--- config.mk ---
export PLATFORM = sky130hd
export DESIGN_NAME = coax_buffered_tx_ctrl_flat
export DESIGN_NICKNAME = d
export VERILOG_FILES = /design/src/rtl/coax_buffered_tx_ctrl_if.sv /design/src/rtl/coax_buffered_tx_ctrl.sv /design/src/flat_wrapper.sv
export SDC_FILE = /design/constraint.sdc
export NUM_CORES = 1
export LEC_CHECK = 0
export ABC_AREA = 1
export ABC_CLOCK_PERIOD_IN_PS = 7350
export CAP_MARGIN = 20
export CORE_UTILIZATION = 65
export CTS_BUF_LIST = sky130_fd_sc_hd__clkbuf_16
export DETAILED_ROUTE_END_ITERATION = 12
export HOLD_SLACK_MARGIN = 0.03
export PLACE_DENSITY = 0.9
export SLEW_MARGIN = 0
export SYNTH_ARGS = -nofsm -noshare
export SYNTH_HDL_FRONTEND = slang
export SYNTH_SLANG_ARGS = --single-unit
--- constraint.sdc ---
create_clock -name clk -period 7.35 [get_ports clk]
set_input_delay 0.735 -clock clk [delete_from_list [all_inputs] [get_ports clk]]
set_output_delay 0.735 -clock clk [all_outputs]
set_load 0.1 [all_outputs]
--- src/rtl/coax_buffered_tx_ctrl_if.sv ---
// Handshake/bus bundle for coax_buffered_tx_ctrl: enqueue side, transmit side
// and FIFO status. master drives the block's inputs; slave is the controller.
interface coax_buffered_tx_ctrl_if #(
  parameter int DATA_WIDTH = 10,
  parameter int DEPTH      = 16
);
  localparam int CW = $clog2(DEPTH) + 1;

  logic [DATA_WIDTH-1:0] data;
  logic                  load_strobe;
  logic                  start_strobe;
  logic                  abort_strobe;
  logic                  error_clear;
  logic                  parity;
  logic                  tx_ready;
  logic [DATA_WIDTH:0]   tx_data;
  logic                  tx_strobe;
  logic                  tx_active;
  logic                  done;
  logic [CW-1:0]         count;
  logic                  empty;
  logic                  full;
  logic                  overflow;

  modport master (
    output data, load_strobe, start_strobe, abort_strobe, error_clear, parity, tx_ready,
    input  tx_data, tx_strobe, tx_active, done, count, empty, full, overflow
  );

  modport slave (
    input  data, load_strobe, start_strobe, abort_strobe, error_clear, parity, tx_ready,
    output tx_data, tx_strobe, tx_active, done, count, empty, full, overflow
  );
endinterface

--- src/rtl/coax_buffered_tx_ctrl.sv ---
// Buffered coax word transmitter: circular FIFO feeding a serializer through an
// IDLE/SEND/HOLD frame controller with parity insertion and sticky overflow.
module coax_buffered_tx_ctrl #(
  parameter int DATA_WIDTH  = 10,
  parameter int DEPTH       = 16,
  parameter int START_DEPTH = 4,
  parameter int AUTO_START  = 1
) (
  input  logic                  clk,
  input  logic                  reset,
  coax_buffered_tx_ctrl_if.slave bus
);
  localparam int AW = $clog2(DEPTH);
  localparam int CW = AW + 1;

  typedef enum logic [1:0] {IDLE, SEND, HOLD} state_t;

  state_t                state_q, state_d;
  logic [DATA_WIDTH-1:0] mem [DEPTH];
  logic [AW-1:0]         rd_ptr, wr_ptr;
  logic [CW-1:0]         count_q;
  logic                  overflow_q;
  logic                  tx_strobe_q;
  logic                  done_q;
  logic [DATA_WIDTH:0]   tx_data_q;

  logic                  empty_w, full_w;
  logic                  pop, push, ovf_set, frame_end, start_ok;
  logic [DATA_WIDTH-1:0] head;

  assign empty_w = (count_q == '0);
  assign full_w  = (count_q == CW'(DEPTH));
  assign head    = mem[rd_ptr];

  // Abort outranks every other request; a pop frees a slot so a load into a full FIFO still lands.
  always_comb begin
    pop       = (state_q == SEND) && bus.tx_ready && !empty_w && !bus.abort_strobe;
    push      = bus.load_strobe && (!full_w || pop) && !bus.abort_strobe;
    ovf_set   = bus.load_strobe && full_w && !pop && !bus.abort_strobe;
    frame_end = (state_q == SEND) && bus.tx_ready && empty_w && !bus.abort_strobe;
    start_ok  = (bus.start_strobe && !empty_w) ||
                ((AUTO_START != 0) && (count_q >= CW'(START_DEPTH)));
  end

  always_comb begin
    state_d = state_q;
    if (bus.abort_strobe) begin
      state_d = IDLE;
    end else begin
      case (state_q)
        IDLE:    if (start_ok) state_d = SEND;
        SEND:    if (bus.tx_ready) state_d = empty_w ? IDLE : HOLD;
        HOLD:    state_d = SEND;
        default: state_d = IDLE;
      endcase
    end
  end

  always_ff @(posedge clk) begin
    if (reset) begin
      state_q     <= IDLE;
      rd_ptr      <= '0;
      wr_ptr      <= '0;
      count_q     <= '0;
      overflow_q  <= 1'b0;
      tx_strobe_q <= 1'b0;
      done_q      <= 1'b0;
      tx_data_q   <= '0;
    end else begin
      state_q     <= state_d;
      tx_strobe_q <= pop;
      done_q      <= frame_end;
      overflow_q  <= ovf_set | (overflow_q & ~bus.error_clear);
      if (bus.abort_strobe) begin
        rd_ptr  <= '0;
        wr_ptr  <= '0;
        count_q <= '0;
      end else begin
        if (push) wr_ptr <= wr_ptr + AW'(1);
        if (pop)  rd_ptr <= rd_ptr + AW'(1);
        if (push && !pop)      count_q <= count_q + CW'(1);
        else if (pop && !push) count_q <= count_q - CW'(1);
      end
      if (pop) tx_data_q <= {(^head) ^ bus.parity, head};
    end
  end

  always_ff @(posedge clk) begin
    if (push) mem[wr_ptr] <= bus.data;
  end

  assign bus.tx_data   = tx_data_q;
  assign bus.tx_strobe = tx_strobe_q;
  assign bus.tx_active = (state_q != IDLE);
  assign bus.done      = done_q;
  assign bus.count     = count_q;
  assign bus.empty     = empty_w;
  assign bus.full      = full_w;
  assign bus.overflow  = overflow_q;
endmodule
--- src/flat_wrapper.sv ---
// flat-port wrapper written by rule: the top's interface ports become plain ports
module coax_buffered_tx_ctrl_flat 
#(
  parameter int DATA_WIDTH  = 10,
  parameter int DEPTH       = 16,
  parameter int START_DEPTH = 4,
  parameter int AUTO_START  = 1
)
  (clk, reset, bus_data, bus_load_strobe, bus_start_strobe, bus_abort_strobe, bus_error_clear, bus_parity, bus_tx_ready, bus_tx_data, bus_tx_strobe, bus_tx_active, bus_done, bus_count, bus_empty, bus_full, bus_overflow);
  coax_buffered_tx_ctrl_if #(.DATA_WIDTH(DATA_WIDTH), .DEPTH(DEPTH)) bus_i ();
  input  logic clk;
  input  logic reset;
  input wire logic [$bits(bus_i.data)-1:0] bus_data;
  input wire logic [$bits(bus_i.load_strobe)-1:0] bus_load_strobe;
  input wire logic [$bits(bus_i.start_strobe)-1:0] bus_start_strobe;
  input wire logic [$bits(bus_i.abort_strobe)-1:0] bus_abort_strobe;
  input wire logic [$bits(bus_i.error_clear)-1:0] bus_error_clear;
  input wire logic [$bits(bus_i.parity)-1:0] bus_parity;
  input wire logic [$bits(bus_i.tx_ready)-1:0] bus_tx_ready;
  output wire logic [$bits(bus_i.tx_data)-1:0] bus_tx_data;
  output wire logic [$bits(bus_i.tx_strobe)-1:0] bus_tx_strobe;
  output wire logic [$bits(bus_i.tx_active)-1:0] bus_tx_active;
  output wire logic [$bits(bus_i.done)-1:0] bus_done;
  output wire logic [$bits(bus_i.count)-1:0] bus_count;
  output wire logic [$bits(bus_i.empty)-1:0] bus_empty;
  output wire logic [$bits(bus_i.full)-1:0] bus_full;
  output wire logic [$bits(bus_i.overflow)-1:0] bus_overflow;
  assign bus_i.data = bus_data;
  assign bus_i.load_strobe = bus_load_strobe;
  assign bus_i.start_strobe = bus_start_strobe;
  assign bus_i.abort_strobe = bus_abort_strobe;
  assign bus_i.error_clear = bus_error_clear;
  assign bus_i.parity = bus_parity;
  assign bus_i.tx_ready = bus_tx_ready;
  assign bus_tx_data = bus_i.tx_data;
  assign bus_tx_strobe = bus_i.tx_strobe;
  assign bus_tx_active = bus_i.tx_active;
  assign bus_done = bus_i.done;
  assign bus_count = bus_i.count;
  assign bus_empty = bus_i.empty;
  assign bus_full = bus_i.full;
  assign bus_overflow = bus_i.overflow;
  coax_buffered_tx_ctrl #(.DATA_WIDTH(DATA_WIDTH), .DEPTH(DEPTH), .START_DEPTH(START_DEPTH), .AUTO_START(AUTO_START)) u_core (.clk(clk), .reset(reset), .bus(bus_i));
endmodule
[Yosys cells after proc, flatten, opt, wreduce, memory -nomap -nowiden]
Memory sizes are Yosys's and may differ from the RTL's. A register that Yosys moved wholly into a read port is not among the register bits.
Index checks and enable logic that the tools add are counted.
Storage, ports and cells
  flip-flop bits (word level): 29
  output and inout port bits: 22
  logic and storage cells: 60
  memories: 1
  bits in writable memories: 160
Operators by class
  muxes and demuxes: 10
  eq/ne operators: 5
  bitwise operators: 4
  $add $sub $neg: 4
  reduce and logical (&&, ||, !) cells: 27
  order comparisons: 1
Memories
  u_core.mem: depth 16, bits a word 10, read ports 1, clocked after memory_dff 1, wr ports 1, line coax_buffered_tx_ctrl.sv:19  | logic [DATA_WIDTH-1:0] mem [DEPTH];
Operators with widths (number)
  logical AND 1 bit: 13
  2-to-1 mux 5 bit: 2
  parity 10 bit: 1
  adder 4 x 1 -> 4 bit (second input constant): 2
  2-to-1 mux 4 bit: 2
  2-to-1 mux 2 bit: 3
  case mux 2 bit (3 select lines): 1
  adder 5 x 1 -> 5 bit (second input constant): 1
  == test 5 bit (second input constant): 1
  greater-or-equal comparator 5 x 3 -> 1 bit (second input constant): 1
  zero test 1 bit: 5
  zero test 5 bit: 1
  subtractor 5 x 1 -> 5 bit (second input constant): 1
  nonzero test 2 bit: 2
  == test 2 x 1 -> 1 bit (second input constant): 1
  == test 2 bit (second input constant): 1
  zero test 2 bit: 1
  logical OR 1 bit: 2
  2-to-1 mux 1 bit: 2
  inequality test 2 x 1 -> 1 bit (second input constant): 1
  inequality test 2 bit (second input constant): 1
  AND reduction 2 bit: 1
  OR reduction 2 bit: 1
  AND 1 bit: 1
  other kinds (3): 3

[Longest topological paths before layout]
  word-level depth: 11
  gate-level depth with buffers: 20

[Worst setup path after synthesis]
Ideal clock, no wire load.
  path kind: reg2reg
  from: reg u_core.count_q[4] (netlist: u_core.bus.count[4])
  to: reg u_core.count_q[4] (netlist: u_core.bus.count[4])
  clock period less this slack: 4304 ps
  buffers on the path: 0
  library setup time: 125 ps
  cell stages (with the launch flop): 16
  slack: 3046 ps
  data arrival time: 4179 ps
  cells stage by stage: dfxtp_1 -> inv_1 -> nor2_1 -> nand2_1 -> nand2_1 -> inv_1 -> ha_1 -> inv_1 -> ha_1 -> a21o_1 -> a21oi_1 -> nor2_1 -> nor2_1 -> nand2_1 -> o21ai_0 -> a21oi_1
RTL lines
  from (decl): line coax_buffered_tx_ctrl.sv:21  | logic [CW-1:0] count_q;
  from (signal assigned): line coax_buffered_tx_ctrl.sv:81  | if (push && !pop) count_q <= count_q + CW'(1);
  from (signal assigned): line coax_buffered_tx_ctrl.sv:82  | else if (pop && !push) count_q <= count_q - CW'(1);
  == test 5 bit (*): line coax_buffered_tx_ctrl.sv:32  | assign full_w = (count_q == CW'(DEPTH));
  via bus_full: line flat_wrapper.sv:26  | output wire logic [$bits(bus_i.full)-1:0] bus_full;
  zero test 1 bit (*): line coax_buffered_tx_ctrl.sv:38  | push = bus.load_strobe && (!full_w || pop) && !bus.abort_strobe;
  logical OR 1 bit (*): line coax_buffered_tx_ctrl.sv:38
  logical AND 1 bit (*) (2 in a row): line coax_buffered_tx_ctrl.sv:38
  via u_core.push: line coax_buffered_tx_ctrl.sv:28  | logic pop, push, ovf_set, frame_end, start_ok;
  zero test 1 bit: line coax_buffered_tx_ctrl.sv:82
  logical AND 1 bit: line coax_buffered_tx_ctrl.sv:82
  nonzero test 2 bit (no line)
The timed path passes the listed nets; every way through them passes the cells marked *. The select of a mux whose other input is x is not followed.
A chain may end at the register's enable or synchronous reset.

[Worst setup path after layout]
  from: in bus_tx_ready
  to: reg u_core.count_q[4] (netlist: u_core.bus.count[4])
Between the ends
  longest elaborated chain between the ends: 9
RTL lines
  from (decl): line flat_wrapper.sv:19  | input wire logic [$bits(bus_i.tx_ready)-1:0] bus_tx_ready;
  logical AND 1 bit (*) (3 in a row): line coax_buffered_tx_ctrl.sv:37  | pop = (state_q == SEND) && bus.tx_ready && !empty_w && !bus.abort_strobe;
  logical OR 1 bit (*): line coax_buffered_tx_ctrl.sv:38
  logical AND 1 bit (*) (2 in a row): line coax_buffered_tx_ctrl.sv:38
  via u_core.push: line coax_buffered_tx_ctrl.sv:28
  zero test 1 bit: line coax_buffered_tx_ctrl.sv:82
  logical AND 1 bit: line coax_buffered_tx_ctrl.sv:82
  nonzero test 2 bit (no line)
The timed path passes the listed nets; every way through them passes the cells marked *.

==> flow_summary.toml <==
[outcome]
status = "complete, no violations"

[sta]
rsz0062_at_grt = "no"
slew_headroom = 0.334
finalHoldViolations = 0
fin_worst_skew_ns = 0.00830
timing.final.crit_share = 0.506
setup_tns_ns = 0
setup_slack_ns = 3.63
finalMaxSlewViolations = 0
worst_pin_slew_ns = 0.996
max_freq_ghz = 0.269
layout_min_cycle_time_ns = 3.72
holdWs_ns = 0.479
setup_violations = 0

[routing]
post_drt_wl_per_cell_um = 19.1
wl_um = 19700
drt_iter0_markers = 943
ant_nets = 0
route.detailed.drc = 0
drtPass1Iterations = 7
viasPerCell = 5.97
num_vias = 6162

[final_layout]
final_common_cell = "nand2_1"
layout-drive-gt1-share = 0.0500
final_cell_mix = "202 x nand2_1, 160 x edfxtp_1, 102 x inv_1"
diodes = 0
area_delta_synth_final_pct = 11.4
design_area_mm2 = 0.00930
fillers = 784
nets = 875

[die]
fp.dieH_um = 115
num_io_pins = 40
floorplan.initialDensity = 0.664
dieArea_mm2 = 0.0133
die_x_um = 115
core_mm2 = 0.0126
rows = 41

[clock_network]
cts-htree-levels = 4
clk_latency_ns = 0.43
cts_buffers = 17
clkTransAtPathRegs_ns = 0.06
cts-resized-gates = 0
root_buffer = "clkbuf_16"
cts_tree = "yes"
holdBufCountCts = 0
clockBufferDepth = 2
cts_sinks = 193
cts_setup_buffers = 0

[pwr]
p_leak_nw = 3.65
p_seq_frac = 0.537
irDropWorstVdd_uv = 210
p_total_mw = 2.22
p_comb_frac = 0.053
p_sw_frac = 0.214
p_per_area_mw_per_mm2 = 239
internal_power_mw = 1.75
p_switching_mw = 0.476
clkPwrFrac = 0.410

[synth]
syn_area_mm2 = 0.00835
synth.area.mux_share = 0
synth-simple-area-share = 0.189
synth-seq-area-share = 0.655
synth_top_family_by_area = "simple AND/OR/NAND/NOR gates"
synth_compound_area_frac = 0.0580
synth-xor-area-share = 0.00315
synth_nets = 850
yosysTopAreaCell = "edfxtp_1"
ys_top_cells_by_area = "edfxtp_1 58%, nand2_1 9.1%, dfxtp_1 7.9%"
yosys_warnings = 0
synth_cell_types = 30
synth_top_area_frac = 0.575
syn_inst = 822
ys_seq_elements = 193
avgSynthCellArea_um2 = 10.2
synth_fa_ha_area_frac = 0.0159

[setup_path]
crit_type = "input port to register"
cp_max_fo = 27
required_ns = 7.67
crit_arrival_ns = 4.03
startpoint_type = "input port"
cp-end-kind = "register"

[global_routing]
grt_pass1_vias = 5931
grt_usage = 0.321
grt_pass1_wl_um = 30700
gr-total-overflow = 0
antenna_found_initial = 0
grt_max_degree = 86

[placement]
pre_cts_ws_ns = 3.30
portBuffers = 39
postPlaceCellArea_mm2 = 0.00872
dpl.hpwl_um = 11900
place_congestion = 0.876

[job]
max_cap_viol_count = 0

[worst_hold_path]
hp-class = "register to register"
==> per-layer routing <==
metal,vias to the layer above,global-route usage,share of wire
met4,0,0.177,0.054
met5,-,0,0
li1,2760,-,-
met1,2868,0.393,0.36
met3,95,0.0648,0.095
met2,439,0.536,0.49
==> cells by family after synthesis <==
group	after synthesis
simple gates	384
flops	193
xor+xnor	3
compound gates	87
buf+inv	145
fa+ha+maj	10
==> flip-flops by register name (all words and copies together) (netlist names), named ones only <==
register	flops
u_core.mem	160
u_core.state_q	2
u_core.bus.tx_data	11
u_core.bus.tx_strobe	1
u_core.bus.done	1
u_core.bus.count	5
u_core.rd_ptr	4
u_core.wr_ptr	4
u_core.bus.overflow	1
==> synth_stat cells, drive strengths merged <==
library cell,n
xnor2,2
clkbuf,7
fa,1
edfxtp,160
o21ai,47
xor2,1
nor2,86
nor3,3
a21oi,26
a31oi,1
nand2,202
clkinv,2
ha,9
or2,3
nand3,89
nor3b,1
inv,108
a21o,2
a211oi,1
buf,28
dfxtp,33
o211ai,10
==> cell type report <==
type / count / area [um^2] / share of cell area
Inverter: 110 / 418 / 0.0449
Clock buffer: 17 / 425 / 0.0457
Tap cell: 172 / 215 / 0.0231
Timing Repair Buffer: 41 / 405 / 0.0436
Multi-Input combinational cell: 484 / 2220 / 0.239
Sequential cell: 193 / 5470 / 0.588
Clock inverter: 15 / 150 / 0.0161
==> stage by stage <==
stage          instances   util
2_1_floorplan        822      -
3_3_place_gp        1000  0.694
3_5_place_dp        1000  0.694
4_1_cts             1032  0.740
5_1_grt             1032  0.740
6_report            1032  0.740
==> final timing paths <==
path / endpoint / cells past startpoint / startpoint / slack [ns]
worst max-delay path: u_core.bus.count[4] / 18 / bus_tx_ready / 3.63
worst min-delay path: u_core.bus.overflow / 2 / u_core.bus.overflow / 0.48
worst max register to register: u_core.bus.count[4] / 20 / u_core.bus.count[2] / 3.92
worst min register to register: u_core.bus.overflow / 2 / u_core.bus.overflow / 0.48
==> power by group through the flow <==
stage,sequential (mW),combinational (mW),clock (mW)
after CTS,1.19,0.116,0.910
after floorplan,1.23,0.0544,0
after global placement,1.22,0.110,0
after detailed placement,1.22,0.114,0
final,1.19,0.118,0.911
after global routing,1.19,0.126,0.954
==> critical path: stages <==
cell and delay (ns):
clkdlybuf4s50_1 0.47, nor3b_2 0.21, nand2_1 0.15, nor2_2 0.20
inv_2 0.22, nand2_1 0.12, nand2_1 0.13, inv_1 0.20
ha_1 0.24, inv_1 0.12, fa_1 0.41, a21o_1 0.19
a21oi_1 0.17, nor2_1 0.08, nor2_1 0.08, nand2_1 0.07
o21ai_0 0.15, a21oi_1 0.06
Power figures use the tool's default switching activity.
